$ cat src/rtl/fp_divider.sv
// fp_divider: iterative floating-point divider, result = X / Y.
// Sign/exponent/fraction format with implicit leading one, no denormals,
// truncated (unrounded) results. The mantissa quotient is produced by a
// restoring divider, one bit per clock, behind a start/busy/done handshake.
// Status flags zero/underflow/overflow/nan mirror the companion multiplier.
module fp_divider #(
    parameter int E = 8,
    parameter int M = 23
) (
    input  logic         clk,
    input  logic         reset,
    input  logic         start,
    input  logic [E+M:0] X,
    input  logic [E+M:0] Y,
    output logic         busy,
    output logic         done,
    output logic [E+M:0] result,
    output logic         zero,
    output logic         underflow,
    output logic         overflow,
    output logic         nan
);

    localparam int CW = $clog2(M + 3);
    localparam logic [CW-1:0]       CNT_INIT = CW'(M + 2);
    localparam logic [CW-1:0]       CNT_LAST = CW'(1);
    localparam logic signed [E+1:0] BIAS     = (E+2)'((1 << (E - 1)) - 1);
    localparam logic signed [E+1:0] EXP_MAX  = (E+2)'((1 << E) - 1);
    localparam logic signed [E+1:0] EXP_ONE  = (E+2)'(1);

    typedef enum logic [2:0] {
        S_IDLE,
        S_PREP,
        S_DIV,
        S_NORM,
        S_DONE
    } state_t;

    state_t              r_state;
    logic [E+M:0]        r_x;
    logic [E+M:0]        r_y;
    logic                r_sign;
    logic signed [E+1:0] r_exp;
    logic [M+2:0]        r_rem;
    logic [M+1:0]        r_div;
    logic [M+1:0]        r_q;
    logic [CW-1:0]       r_cnt;
    logic                r_busy;
    logic                r_done;
    logic [E+M:0]        r_result;
    logic                r_zero;
    logic                r_underflow;
    logic                r_overflow;
    logic                r_nan;

    // Operand fields and classes of the latched operands
    logic [E-1:0]        w_ex;
    logic [E-1:0]        w_ey;
    logic [M-1:0]        w_fx;
    logic [M-1:0]        w_fy;
    logic                w_sign;
    logic                w_x_zero;
    logic                w_y_zero;
    logic                w_x_inf;
    logic                w_y_inf;
    logic                w_x_nan;
    logic                w_y_nan;
    logic signed [E+1:0] w_exp_prep;

    assign w_ex     = r_x[E+M-1:M];
    assign w_ey     = r_y[E+M-1:M];
    assign w_fx     = r_x[M-1:0];
    assign w_fy     = r_y[M-1:0];
    assign w_sign   = r_x[E+M] ^ r_y[E+M];
    assign w_x_zero = (w_ex == '0);
    assign w_y_zero = (w_ey == '0);
    assign w_x_inf  = (&w_ex) && (w_fx == '0);
    assign w_y_inf  = (&w_ey) && (w_fy == '0);
    assign w_x_nan  = (&w_ex) && (w_fx != '0);
    assign w_y_nan  = (&w_ey) && (w_fy != '0);

    // Biased quotient exponent; two guard bits keep the full range signed
    assign w_exp_prep = $signed({2'b00, w_ex}) - $signed({2'b00, w_ey}) + BIAS;

    // Special-case detection and the result/flags it produces
    logic         w_special;
    logic [E+M:0] w_sp_result;
    logic [3:0]   w_sp_flags;   // {zero, underflow, overflow, nan}

    // Pick the special result by priority: invalid, then infinite, then zero
    always_comb begin
        w_special   = 1'b1;
        w_sp_result = '0;
        w_sp_flags  = 4'b0000;
        if (w_x_nan || w_y_nan || (w_x_zero && w_y_zero) || (w_x_inf && w_y_inf)) begin
            w_sp_result = {w_sign, {E{1'b1}}, 1'b1, {(M-1){1'b0}}};
            w_sp_flags  = 4'b0001;
        end else if (w_y_zero || w_x_inf) begin
            w_sp_result = {w_sign, {E{1'b1}}, {M{1'b0}}};
            w_sp_flags  = 4'b0010;
        end else if (w_x_zero || w_y_inf) begin
            w_sp_result = {w_sign, {(E+M){1'b0}}};
            w_sp_flags  = 4'b1000;
        end else begin
            w_special   = 1'b0;
        end
    end

    // One restoring-division step: subtract when the divisor fits, then shift
    logic         w_ge;
    logic [M+1:0] w_diff;
    logic [M+2:0] w_rem_next;
    logic [M+1:0] w_q_next;

    assign w_ge       = (r_rem >= {1'b0, r_div});
    // When w_ge holds the difference is below the divisor, so M+2 bits suffice
    assign w_diff     = r_rem[M+1:0] - r_div;
    assign w_rem_next = {(w_ge ? w_diff : r_rem[M+1:0]), 1'b0};
    assign w_q_next   = {r_q[M:0], w_ge};

    // Normalization: q lies in (0.5, 2), so at most one left shift is needed
    logic [M-1:0]        w_frac;
    logic signed [E+1:0] w_expf;
    logic [E+M:0]        w_nm_result;
    logic [3:0]          w_nm_flags;   // {zero, underflow, overflow, nan}

    assign w_frac = r_q[M+1] ? r_q[M:1] : r_q[M-1:0];
    assign w_expf = r_q[M+1] ? r_exp : (r_exp - EXP_ONE);

    // Range-check the normalized exponent and assemble the normal result
    always_comb begin
        w_nm_result = {r_sign, w_expf[E-1:0], w_frac};
        w_nm_flags  = 4'b0000;
        if (w_expf >= EXP_MAX) begin
            w_nm_result = {r_sign, {E{1'b1}}, {M{1'b0}}};
            w_nm_flags  = 4'b0010;
        end else if (w_expf <= 0) begin
            w_nm_result = {r_sign, {(E+M){1'b0}}};
            w_nm_flags  = 4'b0100;
        end
    end

    // Control FSM with registered handshake, result and flags
    always_ff @(posedge clk) begin
        if (reset) begin
            r_state     <= S_IDLE;
            r_busy      <= 1'b0;
            r_done      <= 1'b0;
            r_result    <= '0;
            r_zero      <= 1'b0;
            r_underflow <= 1'b0;
            r_overflow  <= 1'b0;
            r_nan       <= 1'b0;
        end else begin
            r_done <= 1'b0;
            case (r_state)
                S_IDLE: begin
                    if (start) begin
                        r_x     <= X;
                        r_y     <= Y;
                        r_busy  <= 1'b1;
                        r_state <= S_PREP;
                    end
                end
                S_PREP: begin
                    r_sign <= w_sign;
                    r_exp  <= w_exp_prep;
                    r_rem  <= {2'b00, 1'b1, w_fx};
                    r_div  <= {1'b1, w_fy};
                    r_q    <= '0;
                    r_cnt  <= CNT_INIT;
                    if (w_special) begin
                        r_result <= w_sp_result;
                        {r_zero, r_underflow, r_overflow, r_nan} <= w_sp_flags;
                        r_state  <= S_DONE;
                    end else begin
                        r_state  <= S_DIV;
                    end
                end
                S_DIV: begin
                    r_rem <= w_rem_next;
                    r_q   <= w_q_next;
                    r_cnt <= r_cnt - CNT_LAST;
                    if (r_cnt == CNT_LAST) begin
                        r_state <= S_NORM;
                    end
                end
                S_NORM: begin
                    r_result <= w_nm_result;
                    {r_zero, r_underflow, r_overflow, r_nan} <= w_nm_flags;
                    r_state  <= S_DONE;
                end
                S_DONE: begin
                    r_done  <= 1'b1;
                    r_busy  <= 1'b0;
                    r_state <= S_IDLE;
                end
                default: begin
                    r_busy  <= 1'b0;
                    r_state <= S_IDLE;
                end
            endcase
        end
    end

    assign busy      = r_busy;
    assign done      = r_done;
    assign result    = r_result;
    assign zero      = r_zero;
    assign underflow = r_underflow;
    assign overflow  = r_overflow;
    assign nan       = r_nan;

endmodule

$ cat config.mk
export PLATFORM = sky130hd
export DESIGN_NAME = fp_divider
export DESIGN_NICKNAME = d
export VERILOG_FILES = /design/src/rtl/fp_divider.sv
export SDC_FILE = /design/constraint.sdc
export NUM_CORES = 1
export LEC_CHECK = 0
export ABC_AREA = 1
export CAP_MARGIN = 5
export CORE_AREA = 5 5 191 193
export DETAILED_ROUTE_END_ITERATION = 10
export DIE_AREA = 0 0 196 198
export HOLD_SLACK_MARGIN = 0.08
export PLACE_DENSITY = 0.56
export SYNTH_ARGS = -nofsm -noshare
export SYNTH_HDL_FRONTEND = slang
export SYNTH_SLANG_ARGS = --single-unit
$ cat constraint.sdc
create_clock -name clk -period 6.6 [get_ports clk]
set_input_delay 0.99 -clock clk [delete_from_list [all_inputs] [get_ports clk]]
set_output_delay 0.99 -clock clk [all_outputs]
set_load 0.02 [all_outputs]
Word-level counts from Yosys, hierarchy flattened
Index checks and enable logic that the tools add are counted.
Cells by class
  eq/ne operators: 8
  multiplexer cells: 36
  reduce and logical (&&, ||, !) cells: 29
  magnitude comparators: 3
  $add $sub $neg: 5
  bitwise operators: 3
Operator list (count)
  $mux W32: 4
  $pmux W32 S2: 1
  $mux W31: 2
  $pmux W26 S2: 1
  $pmux W25 S2: 1
  $logic_not A23 Y1: 2
  $reduce_bool A23 Y1: 2
  $ge A26 B24 Y1: 1
  $mux W25: 1
  $sub A25 B24 Y25: 1
  $mux W23: 1
  $logic_not A8 Y1: 2
  $reduce_and A8 Y1: 2
  $mux W3: 5
  $mux W4: 3
  $pmux W3 S4: 1
  $add A9 B8 Y10 const B: 1
  $ge A10 B9 Y1 const B: 1
  $le A10 B1 Y1 const B: 1
  $mux W10: 1
  $pmux W1 S2: 5
  $pmux W5 S2: 1
  $reduce_and A2 Y1: 5
  $sub A10 B2 Y10 const B: 1
  16 further kinds: 38
Word-level totals
  logic and storage cells: 100
  bits of input ports: 67
  bits in registers: 195
  output and inout bits: 38

Depth between registers and ports, before layout
  depth after elaboration: 8
  depth in mapped cells: 16
  depth with buffers taken out: 15

Least setup slack after synthesis
No wires, ideal clock.
  kind: input port to flip-flop
  start point: input reset
  end point: register r_cnt[0], enable pin
  stages on the path: 3
  path slack: 1972 ps
  required time: 6112 ps
  arrival time: 4140 ps
  cell sequence: clkbuf_1 -> buf_1 -> a21oi_1
On the way
  cells in the longest elaborated chain, start to end: 2
RTL lines
  from (decl): line 11  | input logic reset,
  $not A1 Y1 (no source line)
  $reduce_and A2 Y1 (no source line)
  to (signal assigned): line 183  | r_cnt <= r_cnt - CNT_LAST;
  to (decl): line 47  | logic [CW-1:0] r_cnt;
No other way between the ends.
A chain may end at the register's enable or synchronous reset.

Final worst setup path
  start point: register r_rem[13]
  end point: register r_rem[2] (data pin)
On the way
  cells in the longest elaborated chain, start to end: 3
RTL lines
  from (decl): line 44  | logic [M+2:0] r_rem;
  from (signal assigned): line 168  | r_rem <= {2'b00, 1'b1, w_fx};
  from (signal assigned): line 181  | r_rem <= w_rem_next;
  $ge A26 B24 Y1: line 115  | assign w_ge = (r_rem >= {1'b0, r_div});
  $mux W25: line 118  | assign w_rem_next = {(w_ge ? w_diff : r_rem[M+1:0]), 1'b0};
  $pmux W26 S2: line 156  | case (r_state)
No other way between the ends.

==> run metrics <==
Skew-Pair Late Insertion Delay=between 0.4 and 0.5 ns; Yosys top cell by area=edfxtp_1; commonest cells in the netlist=nand2_1, edfxtp_1, inv_1, nor2_1, nand3_1; RSZ-0062 raised after global routing=no; worst reg2reg path depth=8; setup TNS=0 ns; Peak Freq=0.284 GHz; drt initial violations=about 420; fin crit period=3.52 ns; clk_skew=roughly 0.015 ns; Post-synth top flop=edfxtp_1; Max-cap violations=0; dpl hpwl=18.0 mm; DIE WIDTH=just under 200 um; leak pwr=~5 nW; Core Area=roughly 34000 sq um; Max Root-Sink Buffers=2; Filler Cell Count=3547; status=complete, no violations; Net Count, Synth=around 1300; synth top area cells=edfxtp_1, nand2_1, dfxtp_1; mapped cell area=just over 10000 sq um; H-tree levels=4; Pre-Repair DR Iteration Count=5; Core Rows=slightly below 70; Layout Nets=around 1400; final hold vios=0; routed vias/inst=4.55; most frequent cell after synthesis=nand2_1; Seq/Total Area, Yosys=0.535; Finished Cell Area=roughly 12000 sq um; CTS tree=built; DP Area=11700 sq um; clk root buf=clkbuf_16; Post-Synthesis Cells=~1200; cts bufs inserted=17; GPL Wtd Cong=0.881; DRT antenna net count=0; die area=roughly 39000 sq um; DR DRC count=0; peak supply drop=0.000191 V; async set-reset flop share out of synthesis=0; ant diodes=0; Syn-to-layout area delta=20.4%; Worst Path Required=around 7 ns; number of synthesis warnings=0; crit end category=flop; post-CTS setup buffer count=0; GRT Resource Usage Total=0.129; via count=7869; post-CTS sizing=0; Tcrit/Tclk final=0.533; first-pass GRT wire length=between 40 and 50 mm; Initial Util=0.296; P per Cell Area=about 240 nW/um^2; CP Class=reg2reg; worst hold path class=reg2reg; synthesized area per cell=around 8.7 sq um; cts hold-fix bufs=0; wire per inst=14.0 um; Worst-path clk slew=around 0.080 ns; post-synth cell types=42; largest net degree at the start of global routing=65; vias in the first global route=between 7000 and 8000; share of layout cells above drive strength 1=0.0526; relative slew slack=0.199; initial antenna violation count=0; launching element type of the critical path=flop; hold path depth=0; FF-to-FF setup slack=3.08 ns; Final Setup Violations=0; critical path arrival=3.72 ns; Slew Viols, Final=0; Sink Count=between 150 and 200; Congestion Overflow GR=0; Post-synth EDFFs=about 150; crit-path max FO=37; #FFs+latches synth=195; I/O Buffers=~100; io pins=about 110; final WL=24.2 mm; Die Ht=198 um; area share of the largest cell type after synthesis=0.454; Tightest Pin Transition=about 1.2 ns
[critical path, cell delays in order (launching register included)]
cell      delay (ns)
edfxtp_1        0.46
ha_1            0.39
a21o_1          0.24
a21oi_2         0.20
o21bai_1        0.14
a21oi_2         0.57
nand3_2         0.78
nor2_1          0.36
o21ai_1         0.11
[path summary, 6_finish.rpt]
check | start | end
setup / recovery | r_rem[13]$_DFFE_PP_ | r_rem[2]$_DFFE_PP_
hold / removal | r_y[8]$_DFFE_PP_ | r_div[8]$_DFFE_PP_
setup reg to reg | r_rem[13]$_DFFE_PP_ | r_rem[2]$_DFFE_PP_
hold reg to reg | r_y[8]$_DFFE_PP_ | r_div[8]$_DFFE_PP_
[state kept, by name, indices dropped and copies added, names as in the netlist, 3 cells and up]
register	count
r_y	32
r_rem	26
r_state	3
r_div	23
r_q	25
r_x	32
r_cnt	5
result	32
r_exp	10
[cell families (layout without fill, tap and decap cells)]
| group | after synthesis | count (layout) | synth area share |
|---|---|---|---|
| compound gates | 144 | 144 | 0.0764 |
| xor+xnor | 24 | 24 | 0.0206 |
| fa+ha+maj | 37 | 37 | 0.0469 |
| buf+inv | 189 | 295 | 0.0763 |
| flops | 195 | 195 | 0.535 |
| simple gates | 579 | 579 | 0.245 |
[layout make-up]
class / instances / area [sq um] / share of cell area
Sequential cell: 195 / 5450 / 0.444
Multi-Input combinational cell: 784 / 4000 / 0.326
Timing Repair Buffer: 111 / 1110 / 0.0908
Inverter: 152 / 571 / 0.0465
Tap cell: 455 / 569 / 0.0464
Clock buffer: 18 / 429 / 0.0350
Clock inverter: 14 / 141 / 0.0115
[layout by cell type, fill, tap and decap left out, types with 4 or more instances in the layout]
cell and n:
nand2_1 275, edfxtp_1 154, inv_1 147, nor2_1 142, clkdlybuf4s50_1 104, nand3_1 79, a21oi_1 63, nand4_1 52
o21ai_0 44, dfxtp_1 41, ha_1 35, clkbuf_16 17, o21ai_1 15, xor2_1 14, xnor2_1 10, nor2_2 6
buf_4 6, nor3_1 5, inv_2 5, inv_6 5, a21o_1 4, nor2_4 4, nand2_2 4
[stage by stage]
| stage | hold slack, ns | worst slack (ns) | total power [mW] | cells | util |
|---|---|---|---|---|---|
| 3_5_place_dp | 0.436 | 3.08 | 1.92 | 1696 | 0.339 |
| 6_report | 0.446 | 3.08 | 2.91 | 1729 | 0.357 |
| 2_1_floorplan | 0.426 | 1.97 | 1.77 | 1168 | - |
| 5_1_grt | 0.462 | 2.91 | 3.06 | 1729 | 0.357 |
| 3_3_place_gp | 0.435 | 3.11 | 1.92 | 1696 | 0.339 |
| 4_1_cts | 0.453 | 3.12 | 2.94 | 1728 | 0.356 |
[layer usage]
layer,vias to the layer above,share of wire,track usage
li1,4078,-,-
met1,3629,0.47,0.168
met2,135,0.47,0.215
met3,27,0.032,0.0271
met4,0,0.019,0.0427
met5,-,0,0
[power by group]
| part | internal (mW) | leakage, nW | switching [mW] |
|---|---|---|---|
| Combinational | 0.165 | 2.84 | 0.282 |
| Sequential | 1.41 | 1.75 | 0.0346 |
| Clock | 0.503 | 0.270 | 0.512 |
Power figures use the tool's default switching activity.
